File: src/rtl/fnv1a_hasher_fsm.sv
// fnv1a_hasher_fsm: FNV-1a 32-bit hashing engine between the I2C front-end FIFOs.
//
// Pops message bytes from to_hasher_fifo, folds each into a running FNV-1a state
// (one byte per cycle), and on an end-of-message request pushes the 32-bit hash
// into from_hasher_fifo.
//
// Optional feature macro: HASHER_BYTE_COUNT_EN builds a saturating per-message
// byte counter; when undefined byte_count is tied to 0.
//
// Ports:
//   system_clk  in   design clock (rising edge)
//   reset       in   asynchronous active-high reset
//   in_data     in   [7:0]  head byte of to_hasher_fifo
//   in_empty    in   to_hasher_fifo empty flag
//   in_inc      out  pop strobe to to_hasher_fifo
//   finish      in   single-cycle end-of-message request
//   out_data    out  [31:0] hash word to from_hasher_fifo
//   out_full    in   from_hasher_fifo full flag
//   out_inc     out  push strobe to from_hasher_fifo
//   busy        out  high while draining or emitting
//   byte_count  out  [BYTE_COUNT_W-1:0] bytes absorbed in current message
module fnv1a_hasher_fsm #(
   parameter logic [31:0] OFFSET_BASIS = 32'h811C9DC5,
   parameter int unsigned BYTE_COUNT_W = 16
) (
   input  logic                    system_clk,
   input  logic                    reset,
   input  logic [7:0]              in_data,
   input  logic                    in_empty,
   output logic                    in_inc,
   input  logic                    finish,
   output logic [31:0]             out_data,
   input  logic                    out_full,
   output logic                    out_inc,
   output logic                    busy,
   output logic [BYTE_COUNT_W-1:0] byte_count
);

   typedef enum logic [1:0] {ABSORB, DRAIN, EMIT} state_t;

   state_t      state, state_next;
   logic [31:0] hash, hash_next;
   logic [31:0] out_data_next;
   logic        pending, pending_next;
   logic [31:0] mix, prod;

   // Multiply by the FNV prime 0x01000193 as a shift-add (bits 24, 8, 7, 4, 1, 0).
   always_comb begin
      mix  = hash ^ {24'h0, in_data};
      prod = mix + (mix << 1) + (mix << 4) + (mix << 7) + (mix << 8) + (mix << 24);
   end

   always_comb begin
      state_next    = state;
      hash_next     = hash;
      pending_next  = pending;
      out_data_next = out_data;
      in_inc        = 1'b0;
      out_inc       = 1'b0;
      busy          = 1'b0;
      unique case (state)
         ABSORB: begin
            in_inc = ~in_empty;
            if (!in_empty) hash_next = prod;
            // A byte popped on the finish edge still belongs to the closing message.
            if (finish || pending) begin
               state_next   = DRAIN;
               pending_next = 1'b0;
            end
         end
         DRAIN: begin
            busy   = 1'b1;
            in_inc = ~in_empty;
            if (!in_empty) begin
               hash_next = prod;
            end else begin
               state_next    = EMIT;
               out_data_next = hash;
            end
         end
         EMIT: begin
            busy    = 1'b1;
            out_inc = ~out_full;
            // A finish here closes the next message as soon as its bytes drain.
            if (finish) pending_next = 1'b1;
            if (!out_full) begin
               state_next = ABSORB;
               hash_next  = OFFSET_BASIS;
            end
         end
         default: state_next = ABSORB;
      endcase
   end

   always_ff @(posedge system_clk or posedge reset) begin
      if (reset) begin
         state    <= ABSORB;
         hash     <= OFFSET_BASIS;
         pending  <= 1'b0;
         out_data <= 32'h0;
      end else begin
         state    <= state_next;
         hash     <= hash_next;
         pending  <= pending_next;
         out_data <= out_data_next;
      end
   end

`ifdef HASHER_BYTE_COUNT_EN
   logic [BYTE_COUNT_W-1:0] count;

   always_ff @(posedge system_clk or posedge reset) begin
      if (reset) begin
         count <= '0;
      end else if (out_inc) begin
         count <= '0;
      end else if (in_inc && (count != '1)) begin
         count <= count + {{(BYTE_COUNT_W-1){1'b0}}, 1'b1};
      end
   end

   assign byte_count = count;
`else
   assign byte_count = '0;
`endif

endmodule

File: config.mk
export PLATFORM = sky130hd
export DESIGN_NAME = fnv1a_hasher_fsm
export DESIGN_NICKNAME = d
export VERILOG_FILES = /design/src/rtl/fnv1a_hasher_fsm.sv
export SDC_FILE = /design/constraint.sdc
export NUM_CORES = 1
export LEC_CHECK = 0
export CORE_UTILIZATION = 50
export DETAILED_ROUTE_END_ITERATION = 8
export GPL_TIMING_DRIVEN = 0
export PLACE_DENSITY = 0.71
export SLEW_MARGIN = 25
export SYNTH_ARGS = -nofsm -noshare
export SYNTH_HDL_FRONTEND = slang
export SYNTH_SLANG_ARGS = --single-unit
File: constraint.sdc
create_clock -name system_clk -period 6.65 [get_ports system_clk]
set_input_delay 0.9975 -clock system_clk [delete_from_list [all_inputs] [get_ports system_clk]]
set_output_delay 0.9975 -clock system_clk [all_outputs]
set_load 0.05 [all_outputs]
# Word-level counts from Yosys, hierarchy flattened

Index checks and enable logic that the tools add are counted.

Register bits: 67
Input port bits: 13
Output and inout bits: 51

Add/subtract/negate cells: 5
Equal/unequal tests: 7
Mux-type cells: 13
Bitwise gates (word level): 3
Reduce and logical (&&, ||, !) cells: 10

Operator list:

| cell                 | count |
|---|---|
| $add A32 B32 Y32     | 5 |
| $mux W32             | 2 |
| $pmux W32 S2         | 1 |
| $xor A32 B8 Y32      | 1 |
| $ne A2 B2 Y1 const B | 5 |
| $reduce_and A3 Y1    | 3 |
| $mux W2              | 3 |
| $pmux W2 S3          | 1 |
| $mux W1              | 5 |
| $reduce_bool A2 Y1   | 2 |
| $reduce_or A2 Y1     | 2 |
| $eq A2 B1 Y1 const B | 1 |
| $eq A2 B2 Y1 const B | 1 |
| $logic_not A2 Y1     | 1 |
| $not A1 Y1           | 2 |
| $pmux W1 S2          | 1 |
| $reduce_and A2 Y1    | 1 |
| $logic_or A1 B1 Y1   | 1 |

# Depth between registers and ports, before layout

Word-level depth: 8
Gate-level depth with buffers: 16
Mapped depth without buffers: 16

# Worst setup path before layout

No wires, ideal clock.

Path type: in2reg
Start point: in in_data[3]
End point: reg hash[19]
Arrival: 4,721 ps
Data required time: 6,572 ps
Slack: 1,851 ps
Stages: 15
Path through: xor2_1 > xor2_1 > ha_1 > inv_1 > fa_1 > inv_1 > ha_1 > ha_1 > a21o_1 > a21oi_2 > a211oi_2 > o32ai_4 > o21ai_2 > or4_1 > and3_1

Longest elaborated chain between the ends: 8

Ends and longest elaborated chain:

| what                              | line   | text |
|---|---|---|
| from (decl)                       | 28     | `input logic [7:0] in_data,` |
| $xor A32 B8 Y32 (*)               | 49     | `mix = hash ^ {24'h0, in_data};` |
| $add A32 B32 Y32 (3 in a row)     | 50     | `prod = mix + (mix << 1) + (mix << 4) + (mix << 7) + (mix << 8) + (mix << 24);` |
| $add A32 B32 Y32 (*) (2 in a row) | 50     |  |
| $mux W32 (*)                      | 64, 74 |  |
| $pmux W32 S2 (*)                  | 61     | `unique case (state)` |
| to (signal assigned)              | 103    | `hash <= hash_next;` |
| to (decl)                         | 42     | `logic [31:0] hash, hash_next;` |

Every way passes the cells marked *; elsewhere a longest branch is shown, timed or not. The select of a mux whose other input is x is not followed.
A chain may end at the register's enable or synchronous reset.

# Worst setup path in the final report

Start point: in in_data[3]
End point: reg hash[22]

Same word-level chain as after synthesis.

==> load_flow_metrics.sql <==
INSERT INTO impl_metrics (metric_group, metric, value, unit) VALUES
('floorplan', 'core_area', '0.0132', 'mm^2'),
('sta', 'finalCritPeriodShare', '84.4', '%'),
('route', 'detailroute.via_count', '5171', ''),
('layout', 'final_layout_size_suffix_gt1_share', '9.03', '%'),
('yosys', 'synth-async-reset-ratio', '100', '%'),
('cts', 'worstSkewPairLatency', '350', 'ps'),
('yosys', 'syn_inst', '707', ''),
('grt', 'antenna_found_initial', '0', ''),
('yosys', 'seq_area_frac_synth', '25.0', '%'),
('route', 'totalWireLength', '17000', 'um'),
('sta', 'report.final.hold_viol_count', '0', ''),
('cts', 'cts_tree', 'yes', ''),
('floorplan', 'die_area', '0.0140', 'mm^2'),
('hold_path', 'timing.hold.worst.class', 'reg -> reg', ''),
('sta', 'slew-limit-headroom', '35.9', '%'),
('sta', 'finish_stage_setup_viols', '0', ''),
('cts', 'cts_inserted_buffers', '9', ''),
('yosys', 'synth_top_flop_cell', 'sky130_fd_sc_hd__dfrtp_1', ''),
('layout', 'fillCellCount', '1162', ''),
('route', 'avgRoutedWirePerCell', '17.7', 'um'),
('sta', 'total_neg_setup_slack', '0', 'ps'),
('floorplan', 'top_level_ports', '64', ''),
('floorplan', 'initial_utilization', '51.2', '%'),
('cts', 'ctsLongestPathBuffers', '2', ''),
('sta', 'tightest_slew', '958', 'ps'),
('cts', 'clk_transition_reported_paths', '60', 'ps'),
('critical_path', 'worst-endpoint-required', '6890', 'ps'),
('yosys', 'syn_avg_cell_area', '9.60', 'um^2'),
('run', 'drv_cap', '0', ''),
('route', 'drcViolationCount', '0', ''),
('grt', 'grt_start_max_net_pins', '49', ''),
('critical_path', 'crit_arrival', '5850', 'ps'),
('cts', 'cts_root_buffer', 'sky130_fd_sc_hd__clkbuf_16', ''),
('yosys', 'synth-edff-count', '0', ''),
('place', 'globalplace.congestion', '0.908', ''),
('sta', 'maxSlewViolCount', '0', ''),
('yosys', 'ys_types', '59', ''),
('cts', 'htree_num_levels', '3', ''),
('route', 'drt.antenna.violating_nets', '0', ''),
('critical_path', 'timing_worst_setup_path_type', 'in -> reg', ''),
('layout', 'areaGrowthSynthToFinish', '16.5', '%'),
('place', 'hpwl', '13400', 'um'),
('grt', 'overflow', '0', ''),
('layout', 'layout_common_cells', '149 x sky130_fd_sc_hd__inv_1, 78 x sky130_fd_sc_hd__fa_1, 63 x sky130_fd_sc_hd__ha_1', ''),
('sta', 'timing.clock.skew', '8.44', 'ps'),
('cts', 'tritoncts_num_sinks', '67', ''),
('place', 'place.port_buffers', '47', ''),
('sta', 'fmax', '178', 'MHz'),
('critical_path', 'critical_path.endpoint_type', 'flop', ''),
('grt', 'grtUsageTotal', '26.8', '%'),
('critical_path', 'start_kind', 'input port', ''),
('grt', 'vias_in_the_first_global_route', '5500', ''),
('sta', 'final.min_clock_period', '5610', 'ps'),
('layout', 'nets', '935', ''),
('layout', 'layout_commonest_cell', 'sky130_fd_sc_hd__inv_1', ''),
('yosys', 'count_of_state_elements_after_synthesis', '67', ''),
('cts', 'postCtsHoldBufs', '0', ''),
('run_status', 'status', 'finished, final reports clean', ''),
('route', 'detail_route.vias_per_cell', '5.38', ''),
('yosys', 'ys.warnings.count', '0', ''),
('floorplan', 'die-height', '118', 'um'),
('floorplan', 'rows', '42', ''),
('cts', 'post_cts_setup_buffer_count', '0', ''),
('cts', 'post_cts_resized', '0', ''),
('grt', 'grt_pass1_wl', '28600', 'um'),
('floorplan', 'die_x', '118', 'um'),
('critical_path', 'worstPathMaxFanout', '9', ''),
('sta', 'rsz_0062_raised_after_global_routing', 'no', ''),
('yosys', 'syn_area', '0.00679', 'mm^2'),
('layout', 'insertedDiodeCount', '0', ''),
('route', 'drtIter0Drc', '289', ''),
('route', 'detail_route.first_pass.iterations', '5', '');
[sequential cells by signal, summed over array words and instances, names as in the netlist]
register	count
hash	32
pending	1
state	2
out_data	32
[per-layer routing]
metal	part of all wire, %	track usage [%]
met1	43	35.3
met2	49	44.2
met3	4.2	4.01
met4	3.2	11.2
met5	0	0
[cell type report]
| class | instances | area [um^2] | share of cell area, % |
|---|---|---|---|
| Clock inverter | 5 | 85.1 | 1.08 |
| Multi-Input combinational cell | 471 | 4400 | 55.7 |
| Tap cell | 176 | 220 | 2.79 |
| Timing Repair Buffer | 48 | 498 | 6.30 |
| Buffer | 34 | 189 | 2.39 |
| Clock buffer | 11 | 253 | 3.20 |
| Sequential cell | 67 | 1690 | 21.4 |
| Inverter | 150 | 566 | 7.16 |
[cells by family after synthesis]
group	Yosys count	share of synthesized area, %
buf+inv	184	11.1
fa+ha+maj	141	34.6
compound gates	136	13.5
simple gates	128	8.74
flops	67	25.0
xor+xnor	33	4.26
mux	17	2.73
other cells	1	0.0553
[path summary, 6_finish.rpt]
kind,startpoint,to,slack (ps),depth (start not counted)
hold reg to reg,out_data[10],out_data[10],480,2
min in group asynchronous,reset,hash[3],940,2
max in group asynchronous,reset,hash[20],5100,3
setup / recovery,in_data[3],hash[22],1040,16
hold / removal,out_data[10],out_data[10],480,2
setup reg to reg,hash[3],hash[22],1710,15
[cell usage after synthesis, drive strengths merged (9+ instances only)]
cell    number  area (um^2)
xor2        13          114
buf         17          125
ha          63          788
nand2       55          206
xnor2       20          175
dfstp       14          368
fa          78         1560
a22oi        9         67.6
dfrtp       53         1330
mux2        12          135
a21o        17          128
a21oi       23          119
o21ai       38          194
clkbuf      17         63.8
inv        150          563
nor2        25         96.4
nand3       12         60.1
[critical path: stages]
cell	delay (ps)
sky130_fd_sc_hd__clkdlybuf4s50_1	470
sky130_fd_sc_hd__xor2_1	760
sky130_fd_sc_hd__xor2_1	210
sky130_fd_sc_hd__ha_1	350
sky130_fd_sc_hd__ha_1	310
sky130_fd_sc_hd__ha_1	280
sky130_fd_sc_hd__ha_1	180
sky130_fd_sc_hd__inv_1	60
sky130_fd_sc_hd__fa_1	390
sky130_fd_sc_hd__nand2b_1	190
sky130_fd_sc_hd__a21oi_1	350
sky130_fd_sc_hd__o211ai_1	260
sky130_fd_sc_hd__a21boi_0	400
sky130_fd_sc_hd__o2111ai_1	190
sky130_fd_sc_hd__a21o_1	210
sky130_fd_sc_hd__a32o_1	240
[per-stage QoR]
| stage | hold slack (ps) | cells | utilization (%) | area (um^2) | worst slack [ps] |
|---|---|---|---|---|---|
| after global placement | 471 | 945 | 56.9 | 7530 | 751 |
| final | 481 | 962 | 59.7 | 7900 | 1040 |
| after CTS | 488 | 962 | 59.7 | 7900 | 1080 |
| after floorplan | 475 | 722 | - | 6840 | 1850 |
| after global routing | 510 | 962 | 59.7 | 7900 | 776 |
| after detailed placement | 474 | 946 | 57.1 | 7560 | 721 |
Power is left out: the tool's default activity adds up to more than one toggle a clock period on the data nets, which glitch-free logic cannot reach.
